File: config.mk
export PLATFORM = sky130hd
export DESIGN_NAME = twpm_ram_arbiter_flat
export DESIGN_NICKNAME = d
export VERILOG_FILES = /design/src/rtl/twpm_ram_arbiter_if.sv /design/src/rtl/twpm_ram_arbiter.sv /design/src/flat_wrapper.sv
export SDC_FILE = /design/constraint.sdc
export NUM_CORES = 1
export LEC_CHECK = 0
export CAP_MARGIN = 20
export CORE_ASPECT_RATIO = 1.2
export CORE_MARGIN = 2
export CORE_UTILIZATION = 38
export DETAILED_ROUTE_END_ITERATION = 8
export PLACE_DENSITY = 0.87
export SETUP_SLACK_MARGIN = 0.2
export SKIP_LAST_GASP = 1
export SLEW_MARGIN = 30
export SYNTH_ARGS = -nofsm -noshare
export SYNTH_HDL_FRONTEND = slang
export SYNTH_SLANG_ARGS = --single-unit
File: constraint.sdc
create_clock -name clk_i -period 4 [get_ports clk_i]
set_input_delay 1 -clock clk_i [delete_from_list [all_inputs] [get_ports clk_i]]
set_output_delay 1 -clock clk_i [all_outputs]
set_load 0.03 [all_outputs]
File: src/rtl/twpm_ram_arbiter_if.sv
// Bus bundle between the buffer-RAM arbiter, its two requesters (Wishbone and
// LPC data provider) and the 512x32 buffer RAM.
interface twpm_ram_arbiter_if #(
    parameter int RAM_ADDR_WIDTH = 11
);
    logic                        wb_cyc;
    logic                        wb_stb;
    logic                        wb_we;
    logic [RAM_ADDR_WIDTH-3:0]   wb_adr;
    logic [3:0]                  wb_sel;
    logic [31:0]                 wb_dat_i;
    logic [31:0]                 wb_dat_o;
    logic                        wb_ack;
    logic                        wb_err;

    logic                        dp_req;
    logic                        dp_we;
    logic [RAM_ADDR_WIDTH-1:0]   dp_addr;
    logic [7:0]                  dp_wdata;
    logic [7:0]                  dp_rdata;
    logic                        dp_ack;
    logic                        dp_err;

    logic [RAM_ADDR_WIDTH-3:0]   ram_a;
    logic [31:0]                 ram_wd;
    logic [3:0]                  ram_wen;
    logic [31:0]                 ram_rd;

    // arbiter side
    modport slave (
        input  wb_cyc, wb_stb, wb_we, wb_adr, wb_sel, wb_dat_i,
        output wb_dat_o, wb_ack, wb_err,
        input  dp_req, dp_we, dp_addr, dp_wdata,
        output dp_rdata, dp_ack, dp_err,
        output ram_a, ram_wd, ram_wen,
        input  ram_rd
    );

    // requesters and RAM side
    modport master (
        output wb_cyc, wb_stb, wb_we, wb_adr, wb_sel, wb_dat_i,
        input  wb_dat_o, wb_ack, wb_err,
        output dp_req, dp_we, dp_addr, dp_wdata,
        input  dp_rdata, dp_ack, dp_err,
        input  ram_a, ram_wd, ram_wen,
        output ram_rd
    );
endinterface

File: src/rtl/twpm_ram_arbiter.sv
// Shares the TPM command/response buffer RAM between the CPU Wishbone port and
// the byte-wide LPC data provider; ownership follows the exec handshake flag.
//
//   state | meaning
//   IDLE  | arbitrate, register grant, address, data and byte enables
//   ACC   | RAM captures address/data; only state with ram_wen non-zero
//   RSP   | ack/err pulse on the granted side, read data from ram_rd
module twpm_ram_arbiter #(
    parameter int          RAM_ADDR_WIDTH = 11,
    parameter logic [7:0]  DP_ERR_DATA    = 8'hFF
) (
    input  logic                 clk_i,
    input  logic                 rstn_i,
    input  logic                 exec,
    twpm_ram_arbiter_if.slave    bus
);
    typedef enum logic [1:0] {IDLE, ACC, RSP} state_t;

    state_t      state;
    state_t      state_nxt;

    logic        last_wb;
    logic        gnt_wb;
    logic        rej;
    logic        abort;
    logic [1:0]  lane;

    logic        wb_req;
    logic        pick_wb;
    logic        pick_rej;
    logic [3:0]  dp_lane_oh;
    logic [3:0]  wen_grant;

    always_ff @(posedge clk_i or negedge rstn_i) begin
        if (!rstn_i) begin
            state <= IDLE;
        end else begin
            state <= state_nxt;
        end
    end

    always_comb begin
        state_nxt = state;
        case (state)
            IDLE:    if (wb_req || bus.dp_req) state_nxt = ACC;
            ACC:     state_nxt = RSP;
            RSP:     state_nxt = IDLE;
            default: state_nxt = IDLE;
        endcase
    end

    // Round-robin: on a tie the side not served last wins. Eligibility is
    // frozen here so an exec change mid-access cannot alter it.
    always_comb begin
        wb_req     = bus.wb_cyc & bus.wb_stb;
        pick_wb    = wb_req & (~bus.dp_req | ~last_wb);
        pick_rej   = pick_wb ? (bus.wb_we & ~exec) : exec;
        dp_lane_oh = 4'b0001 << bus.dp_addr[1:0];
        wen_grant  = 4'b0000;
        if (!pick_rej) begin
            if (pick_wb && bus.wb_we) begin
                wen_grant = bus.wb_sel;
            end else if (!pick_wb && bus.dp_we) begin
                wen_grant = dp_lane_oh;
            end
        end
    end

    always_ff @(posedge clk_i or negedge rstn_i) begin
        if (!rstn_i) begin
            last_wb     <= 1'b0;
            gnt_wb      <= 1'b0;
            rej         <= 1'b0;
            abort       <= 1'b0;
            lane        <= 2'd0;
            bus.ram_a   <= '0;
            bus.ram_wd  <= '0;
            bus.ram_wen <= 4'b0000;
        end else begin
            case (state)
                IDLE: begin
                    if (state_nxt == ACC) begin
                        last_wb     <= pick_wb;
                        gnt_wb      <= pick_wb;
                        rej         <= pick_rej;
                        abort       <= 1'b0;
                        lane        <= bus.dp_addr[1:0];
                        bus.ram_a   <= pick_wb ? bus.wb_adr
                                               : bus.dp_addr[RAM_ADDR_WIDTH-1:2];
                        bus.ram_wd  <= pick_wb ? bus.wb_dat_i : {4{bus.dp_wdata}};
                        bus.ram_wen <= wen_grant;
                    end
                end
                ACC: begin
                    bus.ram_wen <= 4'b0000;
                    if (gnt_wb && !bus.wb_cyc) abort <= 1'b1;
                end
                default: ;
            endcase
        end
    end

    // A dropped wb_cyc in ACC or RSP lets the RAM cycle finish but silences
    // the Wishbone response.
    always_comb begin
        bus.wb_ack   = 1'b0;
        bus.wb_err   = 1'b0;
        bus.wb_dat_o = 32'h0;
        bus.dp_ack   = 1'b0;
        bus.dp_err   = 1'b0;
        bus.dp_rdata = 8'h00;
        if (state == RSP) begin
            if (gnt_wb) begin
                if (!abort && bus.wb_cyc) begin
                    if (rej) begin
                        bus.wb_err = 1'b1;
                    end else begin
                        bus.wb_ack   = 1'b1;
                        bus.wb_dat_o = bus.ram_rd;
                    end
                end
            end else begin
                bus.dp_ack = 1'b1;
                if (rej) begin
                    bus.dp_err   = 1'b1;
                    bus.dp_rdata = DP_ERR_DATA;
                end else begin
                    bus.dp_rdata = bus.ram_rd[{lane, 3'b000} +: 8];
                end
            end
        end
    end
endmodule

File: src/flat_wrapper.sv
// flat-port wrapper written by rule: the top's interface ports become plain ports
module twpm_ram_arbiter_flat 
#(
    parameter int          RAM_ADDR_WIDTH = 11,
    parameter logic [7:0]  DP_ERR_DATA    = 8'hFF
)
  (clk_i, rstn_i, exec, bus_wb_cyc, bus_wb_stb, bus_wb_we, bus_wb_adr, bus_wb_sel, bus_wb_dat_i, bus_wb_dat_o, bus_wb_ack, bus_wb_err, bus_dp_req, bus_dp_we, bus_dp_addr, bus_dp_wdata, bus_dp_rdata, bus_dp_ack, bus_dp_err, bus_ram_a, bus_ram_wd, bus_ram_wen, bus_ram_rd);
  twpm_ram_arbiter_if #(.RAM_ADDR_WIDTH(RAM_ADDR_WIDTH)) bus_i ();
  input  logic clk_i;
  input  logic rstn_i;
  input  logic exec;
  input wire logic [$bits(bus_i.wb_cyc)-1:0] bus_wb_cyc;
  input wire logic [$bits(bus_i.wb_stb)-1:0] bus_wb_stb;
  input wire logic [$bits(bus_i.wb_we)-1:0] bus_wb_we;
  input wire logic [$bits(bus_i.wb_adr)-1:0] bus_wb_adr;
  input wire logic [$bits(bus_i.wb_sel)-1:0] bus_wb_sel;
  input wire logic [$bits(bus_i.wb_dat_i)-1:0] bus_wb_dat_i;
  output wire logic [$bits(bus_i.wb_dat_o)-1:0] bus_wb_dat_o;
  output wire logic [$bits(bus_i.wb_ack)-1:0] bus_wb_ack;
  output wire logic [$bits(bus_i.wb_err)-1:0] bus_wb_err;
  input wire logic [$bits(bus_i.dp_req)-1:0] bus_dp_req;
  input wire logic [$bits(bus_i.dp_we)-1:0] bus_dp_we;
  input wire logic [$bits(bus_i.dp_addr)-1:0] bus_dp_addr;
  input wire logic [$bits(bus_i.dp_wdata)-1:0] bus_dp_wdata;
  output wire logic [$bits(bus_i.dp_rdata)-1:0] bus_dp_rdata;
  output wire logic [$bits(bus_i.dp_ack)-1:0] bus_dp_ack;
  output wire logic [$bits(bus_i.dp_err)-1:0] bus_dp_err;
  output wire logic [$bits(bus_i.ram_a)-1:0] bus_ram_a;
  output wire logic [$bits(bus_i.ram_wd)-1:0] bus_ram_wd;
  output wire logic [$bits(bus_i.ram_wen)-1:0] bus_ram_wen;
  input wire logic [$bits(bus_i.ram_rd)-1:0] bus_ram_rd;
  assign bus_i.wb_cyc = bus_wb_cyc;
  assign bus_i.wb_stb = bus_wb_stb;
  assign bus_i.wb_we = bus_wb_we;
  assign bus_i.wb_adr = bus_wb_adr;
  assign bus_i.wb_sel = bus_wb_sel;
  assign bus_i.wb_dat_i = bus_wb_dat_i;
  assign bus_wb_dat_o = bus_i.wb_dat_o;
  assign bus_wb_ack = bus_i.wb_ack;
  assign bus_wb_err = bus_i.wb_err;
  assign bus_i.dp_req = bus_dp_req;
  assign bus_i.dp_we = bus_dp_we;
  assign bus_i.dp_addr = bus_dp_addr;
  assign bus_i.dp_wdata = bus_dp_wdata;
  assign bus_dp_rdata = bus_i.dp_rdata;
  assign bus_dp_ack = bus_i.dp_ack;
  assign bus_dp_err = bus_i.dp_err;
  assign bus_ram_a = bus_i.ram_a;
  assign bus_ram_wd = bus_i.ram_wd;
  assign bus_ram_wen = bus_i.ram_wen;
  assign bus_i.ram_rd = bus_ram_rd;
  twpm_ram_arbiter #(.RAM_ADDR_WIDTH(RAM_ADDR_WIDTH), .DP_ERR_DATA(DP_ERR_DATA)) u_core (.clk_i(clk_i), .rstn_i(rstn_i), .exec(exec), .bus(bus_i));
endmodule
; ---- Word-level counts from Yosys, hierarchy flattened
; Index checks and enable logic that the tools add are counted.
[classes]
eq_ne = 5
shifts = 2
mux = 32
bitwise_logic = 7
n_reduce_logical = 13
[op_table]
columns = op, n
row1 = 2-to-1 mux 32 bit, 5
row2 = variable part select 32 x 6 -> 8 bit, 1
row3 = 2-to-1 mux 8 bit, 3
row4 = 2-to-1 mux 4 bit, 4
row5 = 2-to-1 mux 1 bit, 15
row6 = 2-to-1 mux 9 bit, 1
row7 = case mux 4 bit (2 select lines), 1
row8 = "equality test 2 x 1 -> 1 bit, second input constant", 2
row9 = logical AND 1 bit, 4
row10 = "inequality test 2 x 1 -> 1 bit, second input constant", 2
row11 = case mux 2 bit (2 select lines), 1
row12 = AND reduction 2 bit, 2
row13 = "<< shifter 1 x 2 -> 4 bit, first input constant", 1
row14 = bitwise AND 1 bit, 3
row15 = logical NOT 1 bit, 3
row16 = inverter 1 bit, 3
row17 = AND reduction 3 bit, 1
row18 = "equality test 2 bit, second input constant", 1
row19 = logical NOT 2 bit, 1
row20 = 2-to-1 mux 2 bit, 1
row21 = case mux 1 bit (2 select lines), 1
row22 = nonzero test 2 bit, 1
row23 = logical OR 1 bit, 1
row24 = bitwise OR 1 bit, 1
[word_totals]
reg_bits = 52
in_bits = 104
wordCells = 67

; ---- Logic depth before layout (Yosys ltp)
[depth]
depth_word = 10
ltp_mapped = 7
depth_no_buf = 5

; ---- Worst setup path after synthesis
; OpenSTA, ideal clock, no wires.
[synth_path]
path_type = input-to-output
start = input bus_wb_cyc
end = output bus_wb_err
t_arrival_ns = 2.131
required_ns = 3.000
slack_ns = 0.869
stages = 2
path_cell_list = nand2_1 -> nor4b_1
[synth_between]
elab_chain_len = 4
[synth_lines]
columns = item, line
row1 = "start, declared", flat_wrapper.sv:12  ; input wire logic [$bits(bus_i.wb_cyc)-1:0] bus_wb_cyc;
row2 = logical AND 1 bit, twpm_ram_arbiter.sv:114  ; if (!abort && bus.wb_cyc) begin
row3 = 2-to-1 mux 1 bit, twpm_ram_arbiter.sv:114
row4 = 2-to-1 mux 1 bit, twpm_ram_arbiter.sv:113  ; if (gnt_wb) begin
row5 = 2-to-1 mux 1 bit, twpm_ram_arbiter.sv:112  ; if (state == RSP) begin
row6 = "end, declared", flat_wrapper.sv:20  ; output wire logic [$bits(bus_i.wb_err)-1:0] bus_wb_err;
; No other way between the ends.

; ---- Worst setup path in the final report
[layout_path]
start = input bus_ram_rd[29]
end = output bus_dp_rdata[5]
[layout_between]
elab_chain_len = 4
[layout_lines]
columns = item, line
row1 = "start, declared", flat_wrapper.sv:31  ; input wire logic [$bits(bus_i.ram_rd)-1:0] bus_ram_rd;
row2 = variable part select 32 x 6 -> 8 bit, twpm_ram_arbiter.sv:128  ; bus.dp_rdata = bus.ram_rd[{lane, 3'b000} +: 8];
row3 = 2-to-1 mux 8 bit, twpm_ram_arbiter.sv:124  ; if (rej) begin
row4 = 2-to-1 mux 8 bit, twpm_ram_arbiter.sv:113
row5 = 2-to-1 mux 8 bit, twpm_ram_arbiter.sv:112
row6 = "end, declared", flat_wrapper.sv:25  ; output wire logic [$bits(bus_i.dp_rdata)-1:0] bus_dp_rdata;
; No other way between the ends.

==> run_summary.xml <==
<?xml version="1.0" encoding="UTF-8"?>
<metrics>
  <group name="sta">
    <metric name="fin_tns_setup" unit="ps">0</metric>
    <metric name="hold_viol_final" unit="">0</metric>
    <metric name="final-setup-viol-count" unit="">0</metric>
    <metric name="skew" unit="ps">16.9</metric>
    <metric name="hold_ws" unit="ps">487</metric>
    <metric name="final_critical_path_share_of_the_clock_period" unit="">0.924</metric>
    <metric name="fmax" unit="MHz">271</metric>
    <metric name="relSlewSlack" unit="">0.451</metric>
    <metric name="slew_violations" unit="">0</metric>
    <metric name="final.min_clock_period" unit="ps">3690</metric>
    <metric name="rsz0062_at_grt" unit="">false</metric>
    <metric name="worst-slew-pin-transition" unit="ps">824</metric>
  </group>
  <group name="final_layout">
    <metric name="fin_nets" unit="">526</metric>
    <metric name="insertedDiodeCount" unit="">0</metric>
    <metric name="syn_to_final_growth" unit="%">70.3</metric>
    <metric name="fin_cells" unit="">513</metric>
    <metric name="final_core_occ" unit="">0.660</metric>
    <metric name="layout-drive-gt1-share" unit="">0.206</metric>
    <metric name="final_design_area_no_fill" unit="um2">4740</metric>
  </group>
  <group name="clocking">
    <metric name="postCtsResizedCells" unit="">0</metric>
    <metric name="clock-root-buffer" unit="">sky130_fd_sc_hd__clkbuf_8</metric>
    <metric name="post-cts-setup-buffer-count" unit="">0</metric>
    <metric name="tritoncts" unit="">built</metric>
    <metric name="worst_skew_pair.late_latency" unit="ps">300</metric>
    <metric name="tritoncts_num_sinks" unit="">52</metric>
    <metric name="numCtsBuffers" unit="">5</metric>
    <metric name="cts.clk_slew.worst_paths" unit="ps">100</metric>
    <metric name="htree_num_levels" unit="">2</metric>
    <metric name="clockBufferDepth" unit="">2</metric>
    <metric name="cts_hold_buffers" unit="">0</metric>
  </group>
  <group name="synth">
    <metric name="syn-num-nets" unit="">340</metric>
    <metric name="synth_enable_flop_cells" unit="">0</metric>
    <metric name="async_sr_flop_fraction" unit="">1.00</metric>
    <metric name="synth_cells" unit="">236</metric>
    <metric name="post_synth_most_frequent_cells" unit="">sky130_fd_sc_hd__dfrtp_1, sky130_fd_sc_hd__and2_1, sky130_fd_sc_hd__a221o_2, sky130_fd_sc_hd__nand2_1, sky130_fd_sc_hd__mux2i_1</metric>
    <metric name="synth_largest_area_cell" unit="">sky130_fd_sc_hd__dfrtp_1</metric>
    <metric name="synthTopCellsByArea" unit="">sky130_fd_sc_hd__dfrtp_1, sky130_fd_sc_hd__a221o_2, sky130_fd_sc_hd__and2_1</metric>
    <metric name="yosysTopAreaCellShare" unit="">0.467</metric>
    <metric name="post_synth_instance_area" unit="um2">2780</metric>
    <metric name="synthesis.area_per_instance" unit="um2">11.8</metric>
    <metric name="synth.yosys.seq_area_share" unit="">0.467</metric>
    <metric name="yosys.cell_count.top_type" unit="">sky130_fd_sc_hd__dfrtp_1</metric>
    <metric name="synth.lib_cells_used.distinct" unit="">32</metric>
    <metric name="synthesis.yosys.warnings" unit="">0</metric>
    <metric name="dominantRegCellSynth" unit="">sky130_fd_sc_hd__dfrtp_1</metric>
    <metric name="synth_seq_cells" unit="">52</metric>
  </group>
  <group name="global_route">
    <metric name="grt_start_max_net_pins" unit="">38</metric>
    <metric name="grtUsageMet3" unit="">0.0647</metric>
    <metric name="initial_antenna_violation_count" unit="">0</metric>
    <metric name="global_route_met2_usage" unit="">0.417</metric>
    <metric name="gr-usage-met1" unit="">0.240</metric>
    <metric name="grt_pass1_vias" unit="">2800</metric>
    <metric name="globalRouteOverflowTotal" unit="">0</metric>
    <metric name="grt_util_all_layers" unit="">0.225</metric>
    <metric name="grt_pass1_wl" unit="um">14000</metric>
    <metric name="layer_with_the_highest_usage" unit="">met2</metric>
  </group>
  <group name="power">
    <metric name="cell_pwr_density" unit="nW/um2">645</metric>
    <metric name="ir_worst_vdd" unit="uV">459</metric>
    <metric name="leakage" unit="nW">2.10</metric>
  </group>
  <group name="placement">
    <metric name="hpwlAfterDp" unit="um">7180</metric>
    <metric name="place_inst" unit="">505</metric>
    <metric name="place_congestion" unit="">0.825</metric>
    <metric name="place_area" unit="um2">4650</metric>
    <metric name="placement.io_buffers" unit="">192</metric>
  </group>
  <group name="die">
    <metric name="initial_utilization" unit="">0.387</metric>
    <metric name="die_height" unit="um">97.8</metric>
    <metric name="floorplan.core_area" unit="um2">7190</metric>
    <metric name="row_count" unit="">34</metric>
    <metric name="die_width" unit="um">82.1</metric>
    <metric name="floorplan.io_pins" unit="">193</metric>
    <metric name="fp.dieArea" unit="um2">8030</metric>
  </group>
  <group name="critical_path">
    <metric name="reg2reg_slack" unit="ps">2260</metric>
    <metric name="worst-r2r-cell-count" unit="">4</metric>
    <metric name="required" unit="ps">3000</metric>
    <metric name="cp-end-kind" unit="">primary output</metric>
    <metric name="timing.critical_path.from_type" unit="">primary input</metric>
    <metric name="path_class" unit="">in2out</metric>
    <metric name="worstPathMaxFanout" unit="">2</metric>
    <metric name="arrival" unit="ps">2690</metric>
  </group>
  <group name="routing">
    <metric name="post_drt_via_cell_ratio" unit="">5.31</metric>
    <metric name="ant_nets" unit="">0</metric>
    <metric name="vias" unit="">2723</metric>
    <metric name="detail_route.wl_per_cell" unit="um">17.7</metric>
    <metric name="drc" unit="">0</metric>
    <metric name="route.final.wire_length" unit="um">9070</metric>
    <metric name="detail_route.first_pass.iterations" unit="">4</metric>
    <metric name="initialDrtViolationCount" unit="">134</metric>
  </group>
  <group name="worst_hold_path">
    <metric name="worst_hold_path_type" unit="">reg2reg</metric>
    <metric name="min_delay_path_depth" unit="">2</metric>
  </group>
  <group name="job">
    <metric name="max_cap_viol_count" unit="">0</metric>
  </group>
  <group name="outcome">
    <metric name="status" unit="">finished, final reports clean</metric>
  </group>
</metrics>
==> cell usage in the layout (no fill, tap or decap), drive strengths merged, types with 2 or more instances in the layout <==
cell type and instances:
dfrtp 52, clkdlybuf4s50 157, clkbuf 6, nand2 19
buf 40, inv 8, and3 3, mux4 8
nor4b 2, a21oi 2, and2 41, a221o 32
nor2 3, mux2i 13, o22ai 4, nor4bb 2
a21o 2, o21a 8, o21ai 10
==> area by class of cell <==
type                       count  area (um2)
fill                         574        2450
timing repair buffer         198        1890
multi-input combinational    158        1320
sequential                    52        1300
tap                           90         113
clock buffer                   6        72.6
inverter                       7        26.3
clock inverter                 2        13.8
==> metal layers <==
| metal | up-vias | wire length, um |
|---|---|---|
| met5 | - | 0 |
| met4 | 0 | 136 |
| met3 | 15 | 920 |
| met2 | 138 | 4800 |
| met1 | 1318 | 3210 |
| li1 | 1252 | - |
==> state kept, by name, summed over array words and instances (netlist names) <==
register            flops
u_core.abort            1
u_core.bus.ram_a        9
u_core.bus.ram_wd      32
u_core.bus.ram_wen      4
u_core.lane             2
u_core.last_wb          1
u_core.rej              1
u_core.state            2
==> path summary, 6_finish.rpt <==
check,from,endpoint
hold / removal,u_core.bus.ram_a[6]$_DFFE_PN0P_,u_core.bus.ram_a[6]$_DFFE_PN0P_
setup / recovery,bus_ram_rd[29],bus_dp_rdata[5]
max in group asynchronous,rstn_i,u_core.state[1]$_DFF_PN0_
setup reg to reg,u_core.state[1]$_DFF_PN0_,u_core.bus.ram_wd[28]$_DFFE_PN0P_
min in group asynchronous,rstn_i,u_core.bus.ram_wd[4]$_DFFE_PN0P_
hold reg to reg,u_core.bus.ram_a[6]$_DFFE_PN0P_,u_core.bus.ram_a[6]$_DFFE_PN0P_
==> per-stage QoR <==
stage          power [mW]  setup WS, ps
3_5_place_dp         2.78           301
6_report             3.06           305
4_1_cts              3.08           301
5_1_grt              3.23           249
2_1_floorplan        2.04           869
3_3_place_gp         2.73           326
==> kinds of logic (layout without fill, tap and decap cells) <==
| family | count (synthesis) | count (layout) | synth area share |
|---|---|---|---|
| AND/OR/NAND/NOR | 76 | 76 | 0.167 |
| AO/OA/AOI/OAI | 60 | 60 | 0.191 |
| flip-flops | 52 | 52 | 0.467 |
| buffers and inverters | 26 | 213 | 0.0589 |
| multiplexers | 22 | 22 | 0.116 |
==> power breakdown <==
part           total (mW)  switching, mW  internal (mW)
clock network       0.303          0.177          0.125
logic                1.79          0.942          0.845
registers           0.970          0.207          0.763
==> critical path, stage by stage <==
cell	delay, ps
sky130_fd_sc_hd__clkdlybuf4s50_1	420
sky130_fd_sc_hd__mux4_2	500
sky130_fd_sc_hd__o21a_1	190
sky130_fd_sc_hd__clkdlybuf4s50_1	590
Note: power is estimated with default switching activity, not from simulation.
